[src/rtl/scratch_fifo.sv]
// Bus-mapped 256-bit scratch FIFO with DATA/STATUS/CLEAR registers at address[15:12]==BASE.
// Optional sticky overflow/underflow flags are enabled by defining SCRATCH_FIFO_FLAGS_EN.
module scratch_fifo #(
  parameter int         DEPTH = 8,
  parameter logic [3:0] BASE  = 4'h5
) (
  input  logic         Clk,
  input  logic         Reset,
  output logic [255:0] DataOut,
  input  logic [255:0] DataIn,
  input  logic [15:0]  address,
  input  logic         nRead,
  input  logic         nWrite
);

  localparam int DATA_W = 256;
  localparam int PTR_W  = (DEPTH > 1) ? $clog2(DEPTH) : 1;
  localparam int CNT_W  = PTR_W + 1;

  localparam logic [11:0] OFF_DATA   = 12'h000;
  localparam logic [11:0] OFF_STATUS = 12'h001;
  localparam logic [11:0] OFF_CLEAR  = 12'h002;

  logic [DATA_W-1:0] mem_q [DEPTH];

  logic [PTR_W-1:0]  wr_ptr_q, wr_ptr_d;
  logic [PTR_W-1:0]  rd_ptr_q, rd_ptr_d;
  logic [CNT_W-1:0]  count_q, count_d;
  logic [DATA_W-1:0] dout_q, dout_d;
  logic              rd_hist_q, wr_hist_q;

  logic              sel;
  logic [11:0]       off;
  logic              rd_low, wr_low;
  logic              proto_err;
  logic              rd_first, wr_first;
  logic              empty, full;
  logic              push, pop, clr;
  logic              ovf_flag, unf_flag;

  function automatic logic [DATA_W-1:0] status_word(
    input logic             unf,
    input logic             ovf,
    input logic             is_full,
    input logic             is_empty,
    input logic [CNT_W-1:0] cnt
  );
    logic [DATA_W-1:0] s;
    s       = '0;
    s[11]   = unf;
    s[10]   = ovf;
    s[9]    = is_full;
    s[8]    = is_empty;
    s[7:0]  = 8'(cnt);
    return s;
  endfunction

  assign sel    = (address[15:12] == BASE);
  assign off    = address[11:0];
  assign rd_low = ~nRead;
  assign wr_low = ~nWrite;

  // Both strobes low is a protocol error; neither strobe may act in that cycle.
  assign proto_err = sel & rd_low & wr_low;
  assign rd_first  = sel & rd_low & ~rd_hist_q & ~wr_low;
  assign wr_first  = sel & wr_low & ~wr_hist_q & ~rd_low;

  assign empty = (count_q == '0);
  assign full  = (count_q == CNT_W'(DEPTH));

  assign push = wr_first & (off == OFF_DATA) & ~full;
  assign pop  = rd_first & (off == OFF_DATA) & ~empty;
  assign clr  = wr_first & (off == OFF_CLEAR);

  always_comb begin
    wr_ptr_d = wr_ptr_q;
    rd_ptr_d = rd_ptr_q;
    count_d  = count_q;
    if (clr) begin
      wr_ptr_d = '0;
      rd_ptr_d = '0;
      count_d  = '0;
    end else if (push) begin
      wr_ptr_d = wr_ptr_q + 1'b1;
      count_d  = count_q + 1'b1;
    end else if (pop) begin
      rd_ptr_d = rd_ptr_q + 1'b1;
      count_d  = count_q - 1'b1;
    end
  end

  // DataOut only changes on a read action, a protocol error, or strobe release.
  always_comb begin
    dout_d = dout_q;
    if (nRead || proto_err) begin
      dout_d = '0;
    end else if (rd_first) begin
      case (off)
        OFF_DATA:   dout_d = pop ? mem_q[rd_ptr_q] : '0;
        OFF_STATUS: dout_d = status_word(unf_flag, ovf_flag, full, empty, count_q);
        default:    dout_d = '0;
      endcase
    end
  end

  always_ff @(posedge Clk) begin
    if (Reset) begin
      wr_ptr_q  <= '0;
      rd_ptr_q  <= '0;
      count_q   <= '0;
      dout_q    <= '0;
      rd_hist_q <= 1'b0;
      wr_hist_q <= 1'b0;
    end else begin
      wr_ptr_q  <= wr_ptr_d;
      rd_ptr_q  <= rd_ptr_d;
      count_q   <= count_d;
      dout_q    <= dout_d;
      rd_hist_q <= rd_low;
      wr_hist_q <= wr_low;
    end
  end

  always_ff @(posedge Clk) begin
    if (push && !Reset) begin
      mem_q[wr_ptr_q] <= DataIn;
    end
  end

`ifdef SCRATCH_FIFO_FLAGS_EN
  logic ovf_q, ovf_d;
  logic unf_q, unf_d;
  logic push_drop, pop_empty;

  assign push_drop = wr_first & (off == OFF_DATA) & full;
  assign pop_empty = rd_first & (off == OFF_DATA) & empty;

  always_comb begin
    ovf_d = ovf_q;
    unf_d = unf_q;
    if (clr) begin
      ovf_d = 1'b0;
      unf_d = 1'b0;
    end else begin
      if (push_drop) ovf_d = 1'b1;
      if (pop_empty) unf_d = 1'b1;
    end
  end

  always_ff @(posedge Clk) begin
    if (Reset) begin
      ovf_q <= 1'b0;
      unf_q <= 1'b0;
    end else begin
      ovf_q <= ovf_d;
      unf_q <= unf_d;
    end
  end

  assign ovf_flag = ovf_q;
  assign unf_flag = unf_q;
`else
  assign ovf_flag = 1'b0;
  assign unf_flag = 1'b0;
`endif

  assign DataOut = dout_q;

endmodule

[config.mk]
export PLATFORM = sky130hd
export DESIGN_NAME = scratch_fifo
export DESIGN_NICKNAME = d
export VERILOG_FILES = /design/src/rtl/scratch_fifo.sv
export SDC_FILE = /design/constraint.sdc
export NUM_CORES = 2
export LEC_CHECK = 0
export CORE_ASPECT_RATIO = 2
export CORE_MARGIN = 8
export CORE_UTILIZATION = 55
export CTS_CLUSTER_SIZE = 24
export DETAILED_ROUTE_END_ITERATION = 6
export PLACE_DENSITY_LB_ADDON = 0.25
export SYNTH_ARGS = -nofsm -noshare
export SYNTH_HDL_FRONTEND = slang
export SYNTH_SLANG_ARGS = --single-unit
[constraint.sdc]
create_clock -name Clk -period 68.3 [get_ports Clk]
set_input_delay 10.245 -clock Clk [delete_from_list [all_inputs] [get_ports Clk]]
set_output_delay 10.245 -clock Clk [all_outputs]
set_load 0.01 [all_outputs]
# --- Word level (Yosys, flattened, before mapping) ---
# Memories as Yosys holds them, arrays and structs flattened. A register that Yosys moved wholly into a read port is not among the register bits.
# Cells that the tools add are included.
totals:
  register_bits: 268
  latch_bits: 0
  ramBits: 2048
  rom_bits: 0
  inputBits: 276
  output_inout_bits: 256
  n_memories: 1
classes:
  add_sub_neg: 4
  n_mul: 0
  div_mod_pow: 0
  n_lt_le_gt_ge: 0
  n_eq_ne: 4
  shifts: 0
  n_mux: 8
  bitwise: 19
  n_reduce_logical: 9
memory_table:
  columns: ["name", "words", "width", "rd", "rd_ports_with_merged_regs", "write_ports", "line_no", "source"]
  rows:
  - ["mem_q", 8, 256, 1, 1, 1, "24", "logic [DATA_W-1:0] mem_q [DEPTH];"]
ops:
  columns: ["operator", "count"]
  rows:
  - ["$pmux W256 S2", 1]
  - ["$mux W256", 1]
  - ["$and A1 B1 Y1", 12]
  - ["$eq A12 B1 Y1 const B", 1]
  - ["$eq A12 B2 Y1 const B", 1]
  - ["$logic_not A12 Y1", 1]
  - ["$mux W4", 2]
  - ["$not A1 Y1", 7]
  - ["$add A3 B1 Y3 const B", 2]
  - ["$mux W3", 2]
  - ["$add A4 B1 Y4 const B", 1]
  - ["$eq A4 B3 Y1 const B", 1]
  - ["$eq A4 B4 Y1 const B", 1]
  - ["$logic_not A4 Y1", 1]
  - ["$reduce_or A2 Y1", 2]
  - ["$sub A4 B1 Y4 const B", 1]
  - ["$mux W1", 2]
  - ["$reduce_and A2 Y1", 1]
  - ["$reduce_bool A2 Y1", 1]
  - ["$logic_and A1 B1 Y1", 1]
  - ["$logic_not A1 Y1", 1]
  - ["$logic_or A1 B1 Y1", 1]

# --- Longest topological paths before layout ---
depth:
  word_depth: 10
  mapped_depth: 10

# --- Worst setup path before layout ---
# No wires, ideal clock.
synth_timing:
  path_type: "input to register"
  from: "input address[11]"
  to: "memory mem_q[0][0] (enable)"
  setup_time_ns: 1.587
  t_arrival_ns: 37.412
  t_required_ns: 66.713
  setup_slack_ns: 29.301
  stages: 6
  cell_sequence: "or4_4 -> nor4_4 -> and3_1 -> buf_4 -> inv_2 -> nor4b_1"
synth_between:
  elab_chain_len: 6
synth_rtl:
  columns: ["element", "line_no", "source"]
  rows:
  - ["from (decl)", "11", "input logic [15:0] address,"]
  - ["$logic_not A12 Y1", "71", "assign push = wr_first & (off == OFF_DATA) & ~full;"]
  - ["$and A1 B1 Y1 (2 in a row)", "71", null]
  - ["$logic_and A1 B1 Y1", "125", "if (push && !Reset) begin"]
  - ["$mux W1", "125", null]
  - ["$mux W1 (not written as such)", "126", "mem_q[wr_ptr_q] <= DataIn;"]
  - ["to (decl)", "24", null]
# Every way passes these cells.

# --- Worst setup path after layout ---
layout_timing:
  from: "input address[10]"
  to: "memory mem_q[0][81] (enable)"
# Same word-level chain as after synthesis.

==> impl_metrics.json <==
{
  "final_cell_mix": "2048 x edfxtp_1, 531 x clkdlybuf4s50_1, 512 x mux4_2",
  "fin_crit_sh": 0.212,
  "cp.arrival_ns": 14.89,
  "cts_made_buffers": 197,
  "worstPathRequired_ns": 68.71,
  "wl_per_cell_um": 28.5,
  "drc": 0,
  "internal_power_uw": 2190,
  "cellPowerDensity_nw_per_um2": 27.1,
  "die_area_um2": 170000,
  "initial_utilization": 0.552,
  "grt_use_total": 0.224,
  "min_path_type": "flip-flop to flip-flop",
  "cp_max_fo": 59,
  "worst_slack_ns": 53.82,
  "first_pass_iters": 5,
  "maxSlewHeadroom": 0.214,
  "finalMaxSlewViolations": 0,
  "grt_antenna_before_repair": 63,
  "netlist_instances": 3915,
  "outcome": "complete, no violations",
  "fp.dieW_um": 296,
  "crit_chain": "clkdlybuf4s50_1, or4_4, nor4_4, and3_1, inv_2, nor4b_2, buf_4, buf_4, buf_4",
  "num_rows": 205,
  "yosys_warnings": 0,
  "regArea_um2": 66900,
  "ys.flop_type": "edfxtp_1",
  "finClkSkew_ns": 0.0368,
  "ant_nets": 0,
  "synthMuxAreaShare": 0.168,
  "synthAdderAreaFrac": 0.000815,
  "ys_types": 44,
  "reg2reg_slack_ns": 63.51,
  "power_uw": 2710,
  "grt_max_degree": 165,
  "post-cts-setup-buffers": 0,
  "cts_tree": "done",
  "place_congestion": 0.737,
  "final_nets": 4758,
  "switching_share": 0.190,
  "wl_mm": 192,
  "synth_nets": 4196,
  "cts_buffer_depth": 4,
  "tns_ns": 0,
  "synth-edff-count": 2048,
  "grt_pass1_wl_mm": 283,
  "viasPerCell": 6.05,
  "synth_xor_area_frac": 0.000408,
  "syn2layout_area_growth_pct": 16.4,
  "final_common_cell": "edfxtp_1",
  "post_cts_resized": 0,
  "synth-seq-area-share": 0.779,
  "drive_gt1_frac": 0.251,
  "critPathLaunchType": "primary input",
  "cp-end-kind": "flip-flop",
  "postSynthAreaPerCell_um2": 21.9,
  "async_reset_ff_frac": 0,
  "grt_overflow": 0,
  "yosysTopAreaCellShare": 0.716,
  "fp.dieH_um": 575,
  "grt_setup_unrepaired": "false",
  "hold_viol": 0,
  "synth_compound_area_frac": 0.0241,
  "share_comb_of_total_power": 0.013,
  "p_leak_uw": 0.0301,
  "io_pins": 532,
  "pwr-share-clk": 0.419,
  "syn-cell-area_um2": 85900,
  "maxCapViolCount": 0,
  "tightest_slew_ns": 1.18,
  "synth_top_cell_by_area": "edfxtp_1",
  "cts_htree_levels": 4,
  "ir_worst_vdd_uv": 25.0,
  "period_needed_ns": 14.48,
  "synth-simple-area-share": 0.0147,
  "fillers": 10300,
  "vias": 40800,
  "crit_path_max_incr_delay_ns": 0.86,
  "critPathSlowestCell": "buf_4",
  "setup_violations": 0,
  "synth_top_family_by_area": "multiplexers",
  "synth_area_leaders": "edfxtp_1 72%, mux4_2 13%, dfxtp_1 6.3%, mux2_2 3.4%, a22oi_1 2.1%",
  "rr_worst_depth": 7,
  "multi_input_area_um2": 17900,
  "p_seq_frac": 0.568,
  "fmax_ghz": 0.0691,
  "dp_hpwl_mm": 108,
  "drtIter0Drc": 3274,
  "core_area_um2": 156000,
  "synth_seq_cells": 2319,
  "final_util": 0.643,
  "fin_cells": 6741,
  "cts-hold-fix-buffers": 0,
  "placedCellCount": 6348,
  "crit_type": "primary input to flip-flop",
  "clkTransAtPathRegs_ns": 0.07,
  "hold_path_depth": 2,
  "grt_pass1_vias": 42700,
  "place_ws_ns": 52.88,
  "p_sw_uw": 515,
  "port_buffers": 531,
  "cts.sinks": 2319,
  "crit_top_cell": "buf_4",
  "insertion_delay_ns": 0.81,
  "cts-root-buf": "clkbuf_16"
}
==> cell usage after synthesis (2+ instances only) <==
cell type and instances:
a21oi_1 11, a22oi_1 245, a22oi_2 10, and3_1 4, buf_1 5, buf_2 71
buf_4 6, buf_6 18, clkbuf_1 130, dfxtp_1 271, edfxtp_1 2048, ha_1 4
inv_1 2, mux2_2 257, mux4_2 512, nand2_1 13, nand3_1 2, nor2_1 266
nor3_1 8, nor4_1 4, nor4b_1 2, o21ai_0 2, xnor2_1 2, xor2_1 2
==> layer usage <==
metal / wire [um] / global-route usage / part of all wire
met5: 339 / 0 / 0.0018
met4: 4840 / 0.0684 / 0.025
met3: 14700 / 0.0538 / 0.077
met2: 97200 / 0.374 / 0.51
met1: 74800 / 0.293 / 0.39
==> final timing paths <==
path / from / to
min: rd_ptr_q[2] / flip-flop
min reg2reg: rd_ptr_q[2] / flip-flop
max reg2reg: flip-flop / DataOut[46]
max: address[10] / mem_q[0][81]
==> state kept, by name, summed over array words and instances, names as in the netlist, named ones only <==
signal / flops
DataOut: 256
count_q: 4
mem_q: 2048
rd_hist_q: 1
rd_ptr_q: 3
wr_hist_q: 1
wr_ptr_q: 3
==> kinds of logic (layout without fill, tap and decap cells) <==
group | count (synthesis) | count (layout)
muxes | 770 | 770
xor gates and xnor gates | 4 | 4
AOI/OAI and AO/OA | 273 | 273
DFF | 2319 | 2319
other | 0 | 35
adders and majority gates | 5 | 5
and+or+nand+nor | 310 | 310
buffers and inverters | 234 | 955
==> per-stage QoR <==
stage / instance area, um^2 / hold slack [ns]
2_1_floorplan: 85900 / 0.454
3_3_place_gp: 93400 / 0.463
3_5_place_dp: 93400 / 0.475
4_1_cts: 99900 / 0.468
5_1_grt: 100000 / 0.506
6_report: 100000 / 0.474
==> critical path: cells and delay by family <==
| family | cells | cell delay, ns |
|---|---|---|
| simple gates | 4 | 1.60 |
| buf+inv | 5 | 2.93 |
==> power by group through the flow <==
| stage | sequential (uW) | combinational [uW] | clock [uW] |
|---|---|---|---|
| 5_1_grt | 1540 | 37.9 | 1200 |
| 2_1_floorplan | 1570 | 2.87 | 0 |
| 3_5_place_dp | 1570 | 35.2 | 0 |
| 4_1_cts | 1540 | 35.3 | 1160 |
| 3_3_place_gp | 1570 | 33.5 | 0 |
| 6_report | 1540 | 35.0 | 1130 |
==> layout make-up <==
cell class | instances | share of cell area
clock buffer | 257 | 0.0541
multi-input combinational | 1362 | 0.179
tap | 2070 | 0.0259
inverter | 3 | 0.000113
antenna | 35 | 0.000876
sequential | 2319 | 0.669
clock inverter | 101 | 0.0117
timing repair buffer | 594 | 0.0589
Power figures use the tool's default switching activity.
